### config.mk
export PLATFORM = sky130hd
export DESIGN_NAME = chip_select_arbiter
export DESIGN_NICKNAME = d
export VERILOG_FILES = /design/src/rtl/chip_select_pkg.sv /design/src/rtl/rr_picker.sv /design/src/rtl/chip_select_arbiter.sv
export SDC_FILE = /design/constraint.sdc
export NUM_CORES = 1
export LEC_CHECK = 0
export CORE_UTILIZATION = 40
export CTS_CLUSTER_DIAMETER = 60
export DETAILED_ROUTE_END_ITERATION = 8
export MAX_ROUTING_LAYER = met4
export PLACE_DENSITY = 0.67
export SETUP_SLACK_MARGIN = 0.1
export SLEW_MARGIN = 20
export SYNTH_ARGS = -nofsm -noshare
export SYNTH_HDL_FRONTEND = slang
export SYNTH_HIERARCHICAL = 1
export SYNTH_SLANG_ARGS = --single-unit
### constraint.sdc
create_clock -name clk_i -period 3.52 [get_ports clk_i]
set_clock_uncertainty 0.05 [all_clocks]
set_input_delay 0.704 -clock clk_i [delete_from_list [all_inputs] [get_ports clk_i]]
set_output_delay 0.704 -clock clk_i [all_outputs]
set_load 0.1 [all_outputs]
### src/rtl/chip_select_pkg.sv
// +----------------------------------------------------------------------+
// | chip_select_pkg : shared widths, FSM state type and reset pointer    |
// | for the chip-select arbiter.                                         |
// | Revision: 1.0                                                        |
// +----------------------------------------------------------------------+
`default_nettype none

package chip_select_pkg;

  localparam int NUM_CS = 8;
  localparam int SEL_W  = 3;

  typedef enum logic [1:0] {
    ST_IDLE    = 2'd0,
    ST_GRANT   = 2'd1,
    ST_RELEASE = 2'd2
  } state_t;

  // Pointer starts at the top index so requester 0 wins first after reset.
  localparam logic [SEL_W-1:0] LAST_PTR_RST = 3'd7;

endpackage

`default_nettype wire

### src/rtl/rr_picker.sv
// +----------------------------------------------------------------------+
// | rr_picker : combinational round-robin selection, scanning upward    |
// | from last_ptr+1 with wrap-around.                                    |
// | Revision: 1.0                                                        |
// +----------------------------------------------------------------------+
`default_nettype none

module rr_picker
  import chip_select_pkg::*;
(
  input  logic [NUM_CS-1:0] i_req,
  input  logic [SEL_W-1:0]  i_last_ptr,
  output logic [SEL_W-1:0]  o_winner,
  output logic              o_any_req
);

  logic             w_found;
  logic [SEL_W-1:0] w_idx;

  // Offset 8 wraps back onto last_ptr itself, so it is tried last.
  always_comb begin
    o_winner = '0;
    w_found  = 1'b0;
    w_idx    = '0;
    for (int i = 1; i <= NUM_CS; i++) begin
      w_idx = i_last_ptr + SEL_W'(i);
      if (!w_found && i_req[w_idx]) begin
        o_winner = w_idx;
        w_found  = 1'b1;
      end
    end
  end

  assign o_any_req = |i_req;

endmodule

`default_nettype wire

### src/rtl/chip_select_arbiter.sv
// +----------------------------------------------------------------------+
// | chip_select_arbiter : round-robin arbiter driving 8 active-low chip |
// | selects with a one-cycle break-before-make gap between grantees.    |
// | Optional hold limit enabled by macro CSA_HOLD_LIMIT_EN.              |
// | Revision: 1.0                                                        |
// +----------------------------------------------------------------------+
`default_nettype none

module chip_select_arbiter
  import chip_select_pkg::*;
#(
  parameter int MAX_HOLD = 16
) (
  input  logic              clk_i,
  input  logic              rst_n_i,
  input  logic [NUM_CS-1:0] req_i,
  output logic [NUM_CS-1:0] cs_n_o,
  output logic [SEL_W-1:0]  sel_o,
  output logic              enable_o,
  output logic              busy_o
);

  state_t            r_state, w_state_next;
  logic [SEL_W-1:0]  r_winner, w_winner_next;
  logic [SEL_W-1:0]  r_last_ptr, w_last_ptr_next;
  logic [SEL_W-1:0]  w_pick;
  logic              w_any_req;
  logic              w_hold_done;
  logic [NUM_CS-1:0] w_cs_n_next;
  logic [SEL_W-1:0]  w_sel_next;
  logic              w_enable_next;
  logic              w_busy_next;

  rr_picker u_rr_picker (
    .i_req      (req_i),
    .i_last_ptr (r_last_ptr),
    .o_winner   (w_pick),
    .o_any_req  (w_any_req)
  );

`ifdef CSA_HOLD_LIMIT_EN
  localparam logic [7:0] c_hold_last = 8'(MAX_HOLD - 1);
  logic [7:0] r_hold;

  // Cleared on every GRANT entry; saturates rather than wrapping.
  always_ff @(posedge clk_i or negedge rst_n_i) begin
    if (!rst_n_i) begin
      r_hold <= 8'd0;
    end else if (w_state_next == ST_GRANT && r_state != ST_GRANT) begin
      r_hold <= 8'd0;
    end else if (r_state == ST_GRANT && r_hold != 8'hFF) begin
      r_hold <= r_hold + 8'd1;
    end
  end

  assign w_hold_done = (r_hold == c_hold_last);
`else
  logic [7:0] w_unused_max_hold;
  assign w_unused_max_hold = 8'(MAX_HOLD);
  assign w_hold_done       = 1'b0;
`endif

  // State and all outputs are registered so reset can clear them asynchronously.
  always_ff @(posedge clk_i or negedge rst_n_i) begin
    if (!rst_n_i) begin
      r_state    <= ST_IDLE;
      r_winner   <= '0;
      r_last_ptr <= LAST_PTR_RST;
      cs_n_o     <= '1;
      sel_o      <= '0;
      enable_o   <= 1'b0;
      busy_o     <= 1'b0;
    end else begin
      r_state    <= w_state_next;
      r_winner   <= w_winner_next;
      r_last_ptr <= w_last_ptr_next;
      cs_n_o     <= w_cs_n_next;
      sel_o      <= w_sel_next;
      enable_o   <= w_enable_next;
      busy_o     <= w_busy_next;
    end
  end

  always_comb begin
    w_state_next    = r_state;
    w_winner_next   = r_winner;
    w_last_ptr_next = r_last_ptr;
    case (r_state)
      ST_IDLE: begin
        if (w_any_req) begin
          w_state_next  = ST_GRANT;
          w_winner_next = w_pick;
        end
      end
      ST_GRANT: begin
        if (!req_i[r_winner] || w_hold_done) begin
          w_state_next    = ST_RELEASE;
          w_last_ptr_next = r_winner;
        end
      end
      ST_RELEASE: begin
        if (w_any_req) begin
          w_state_next  = ST_GRANT;
          w_winner_next = w_pick;
        end else begin
          w_state_next  = ST_IDLE;
        end
      end
      default: begin
        w_state_next = ST_IDLE;
      end
    endcase
  end

  // Outputs are decoded from the next state and captured with it.
  always_comb begin
    w_cs_n_next   = '1;
    w_enable_next = 1'b0;
    w_sel_next    = w_winner_next;
    w_busy_next   = (w_state_next != ST_IDLE);
    if (w_state_next == ST_GRANT) begin
      w_cs_n_next   = ~(NUM_CS'(1) << w_winner_next);
      w_enable_next = 1'b1;
    end
  end

endmodule

`default_nettype wire

==> results of run 1 <==
==> metal layers <==
metal	GRT usage	routed length (um)	vias to the layer above	share of wire
met3	0.0181	198	4	0.045
met4	0.0408	30	0	0.0069
li1	-	-	703	-
met1	0.285	1950	742	0.45
met2	0.337	2170	41	0.50
met5	-	0	-	0
==> worst min path at each step <==
stage / startpoint / end / slack, ns / cells past startpoint
6_report: r_state[1]$_DFF_PN0_ / r_state[1]$_DFF_PN0_ / 0.55 / 3
5_1_grt: r_state[1]$_DFF_PN0_ / r_state[1]$_DFF_PN0_ / 0.59 / 3
4_1_cts: r_state[1]$_DFF_PN0_ / r_state[1]$_DFF_PN0_ / 0.55 / 3
3_5_place_dp: r_state[1]$_DFF_PN0_ / r_state[1]$_DFF_PN0_ / 0.54 / 3
3_3_place_gp: r_state[1]$_DFF_PN0_ / r_state[1]$_DFF_PN0_ / 0.52 / 3
2_1_floorplan: rst_n_i / busy_o$_DFF_PN0_ / 0.36 / 0
==> layout by cell type (no fill, tap or decap), drive strengths merged, types with 2 or more instances in the layout <==
master	Yosys	final
nand4	8	8
clkdlybuf4s50	0	11
ha	2	2
buf	6	21
xor2	2	2
mux2i	17	17
a21oi	6	6
nor3	3	3
o31ai	2	2
dfstp	11	11
nor4	2	2
o21ai	6	6
nand2	8	8
clkbuf	2	4
xnor2	2	2
o211ai	2	2
nand3	2	2
a22oi	2	2
o22ai	6	6
inv	10	10
dfrtp	7	7
a22o	2	2
mux2	12	12
nor2b	9	9
mux4	11	11
nor2	8	8
nand2b	4	4
==> final cells by class <==
cell class | instances | area (sq um)
fill | 400 | 2050
multi-input combinational | 130 | 1210
sequential | 18 | 464
timing repair buffer | 32 | 268
tap | 50 | 62.6
clock buffer | 4 | 55.1
inverter | 10 | 37.5
==> critical path, stage by stage <==
cell	delay, ns
clkdlybuf4s50_1	0.58
mux2_1	0.38
mux4_2	0.52
o32a_1	0.38
o221a_1	0.25
o22ai_1	0.19
mux2i_1	0.12
inv_1	0.15
nand4_1	0.12
==> sequential cells by signal (all words and copies together) (netlist names) <==
signal,cells
busy_o,1
cs_n_o,8
enable_o,1
r_last_ptr,3
r_state,2
r_winner,3
==> logic make-up after synthesis <==
logic type,synth area share
buf+inv,0.0767
simple gates,0.153
compound gates,0.166
fa+ha+maj,0.0139
mux,0.312
flops,0.259
xor+xnor,0.0195
==> metrics by stage <==
stage | setup slack [ns] | cell area [sq um] | utilization
2_1_floorplan | 0.102 | 1800 | -
3_3_place_gp | -0.0273 | 2030 | 0.489
3_5_place_dp | -0.00127 | 2030 | 0.489
4_1_cts | 0.154 | 2080 | 0.503
5_1_grt | 0.101 | 2100 | 0.506
6_report | 0.218 | 2100 | 0.506
==> timing repair <==
action / 4_1_cts / 5_1_grt
hold endpoints to repair: 0 / 0
setup buffers: 0 / 0
setup endpoints to repair: 6 / 9
gates resized for setup: 1 / 2
==> impl_results.md, run 1 <==
* Status: finished clean
* GRT Total Usage at 0.208
* Most frequently used flop master after synthesis: dfstp_2
* Worst Setup SP: req_i[7]
* DIE HEIGHT at ~69 um
* GR Overflow Total at 0
* Maxcap violations at 0
* Synthesized flop and latch total at 18
* Final Setup Violations at 0
* Clock root buffer: clkbuf_8
* Synth top area share at 0.161
* Tightest Pin Transition at 0.964 ns
* Layout cell share with drive strength beyond 1 at 0.356
* Crit start category: input pin
* Worst reg-to-reg path cell count at 10
* Worst r2r src: r_last_ptr[1]$_DFFE_PN1P_
* Crit end category: register
* # diodes at 0
* Final WL at 4350 um
* Final worst-path cycle share at 0.938
* Most frequent cell after synthesis: mux2i_1
* WP data arrival at 3.40 ns
* RSZ-0062 raised after global routing: no
* Row cnt at 23
* Path type of the worst setup path: in -> reg
* Drt first pass iters at 4
* Clock tree from TritonCTS: built
* Synthesized area per cell at 10.8 sq um
* Hpwl dp at 3300 um
* Residual DRC at 0
* GPL Wtd Cong at around 0.93
* Yosys top cell by area: dfstp_2
* TritonCTS Buffers at 3
* H-tree levels at 1
* First-pass GRT wire length at between 7000 and 8000 um
* Worst setup endpoint: cs_n_o[3]$_DFF_PN1_
* Count of different cell masters after synthesis at 53
* Hold WC Path Type: reg -> reg
* Starting Density at 0.433
* Post-synth EDFFs at 0
* Crit path max fanout at 9
* Cells after synthesis at 166
* Clk sink count at 18
* Worst-Skew Late Latency at 0.25 ns
* Critical Path RT at around 3.6 ns
* Initial antenna violation count at 0
* Cell count after placement at 240
* Nets at 207
* Reg2reg setup slack at approximately 0.25 ns
* Post-synth top cells: mux2i_1, dfstp_2, mux4_2
* Vias in the first global route at roughly 1400
* Synth warnings at 6
* Antenna viol nets, final at 0
* Setup TNS at 0 ns
* Ys async rst share at 1.00
* Final-report hold violation count at 0
* Reg-to-reg endpoint: cs_n_o[3]$_DFF_PN1_
* Largest net degree at the start of global routing at 20
* Clk slew on worst S/H paths at 0.07 ns
* Wire per inst at 17.8 um
* Max clock buf depth at 2
* Hold Buf Count CTS at 0
* Post-route minimum period at 3.30 ns
* Syn Nets at about 180
* Via count at 1490
* Die Wd at 69.0 um
* Vias per inst at approximately 6.1
* Synth Cell Area at ~1800 sq um
* Die area at 4760 sq um
* Final hold slack at around 0.55 ns
* 1st-iter DRT viols at 140
* Final Non-Filler Cells at 244
* # IOs at 23
* Fmax at 0.303 GHz
* Register area share after synthesis at 0.259
* CORE AREA at roughly 4100 sq um
* Fin. max-slew vios at 0
* IO buf count at 22
* Area Growth Syn to Fin at 16.8%
* Top cells by area, synth: dfstp_2, mux4_2, dfrtp_1
* Rel. slew slack at 0.356
Power of run 1 is not shown: default switching activity piles up to over one toggle a cycle in this logic, so the estimate is an artifact.
==> run 2: changes to the inputs <==
--- a/config.mk
+++ b/config.mk
@@ -11,6 +11,7 @@
 export MAX_ROUTING_LAYER = met4
 export PLACE_DENSITY = 0.67
 export SETUP_SLACK_MARGIN = 0.1
+export SKIP_CTS_REPAIR_TIMING = 1
 export SLEW_MARGIN = 20
 export SYNTH_ARGS = -nofsm -noshare
 export SYNTH_HDL_FRONTEND = slang
==> results of run 2 <==
No change in the layout: final DEF, timing and power equal those of run 1.
Power of run 2 is left out for the same reason.
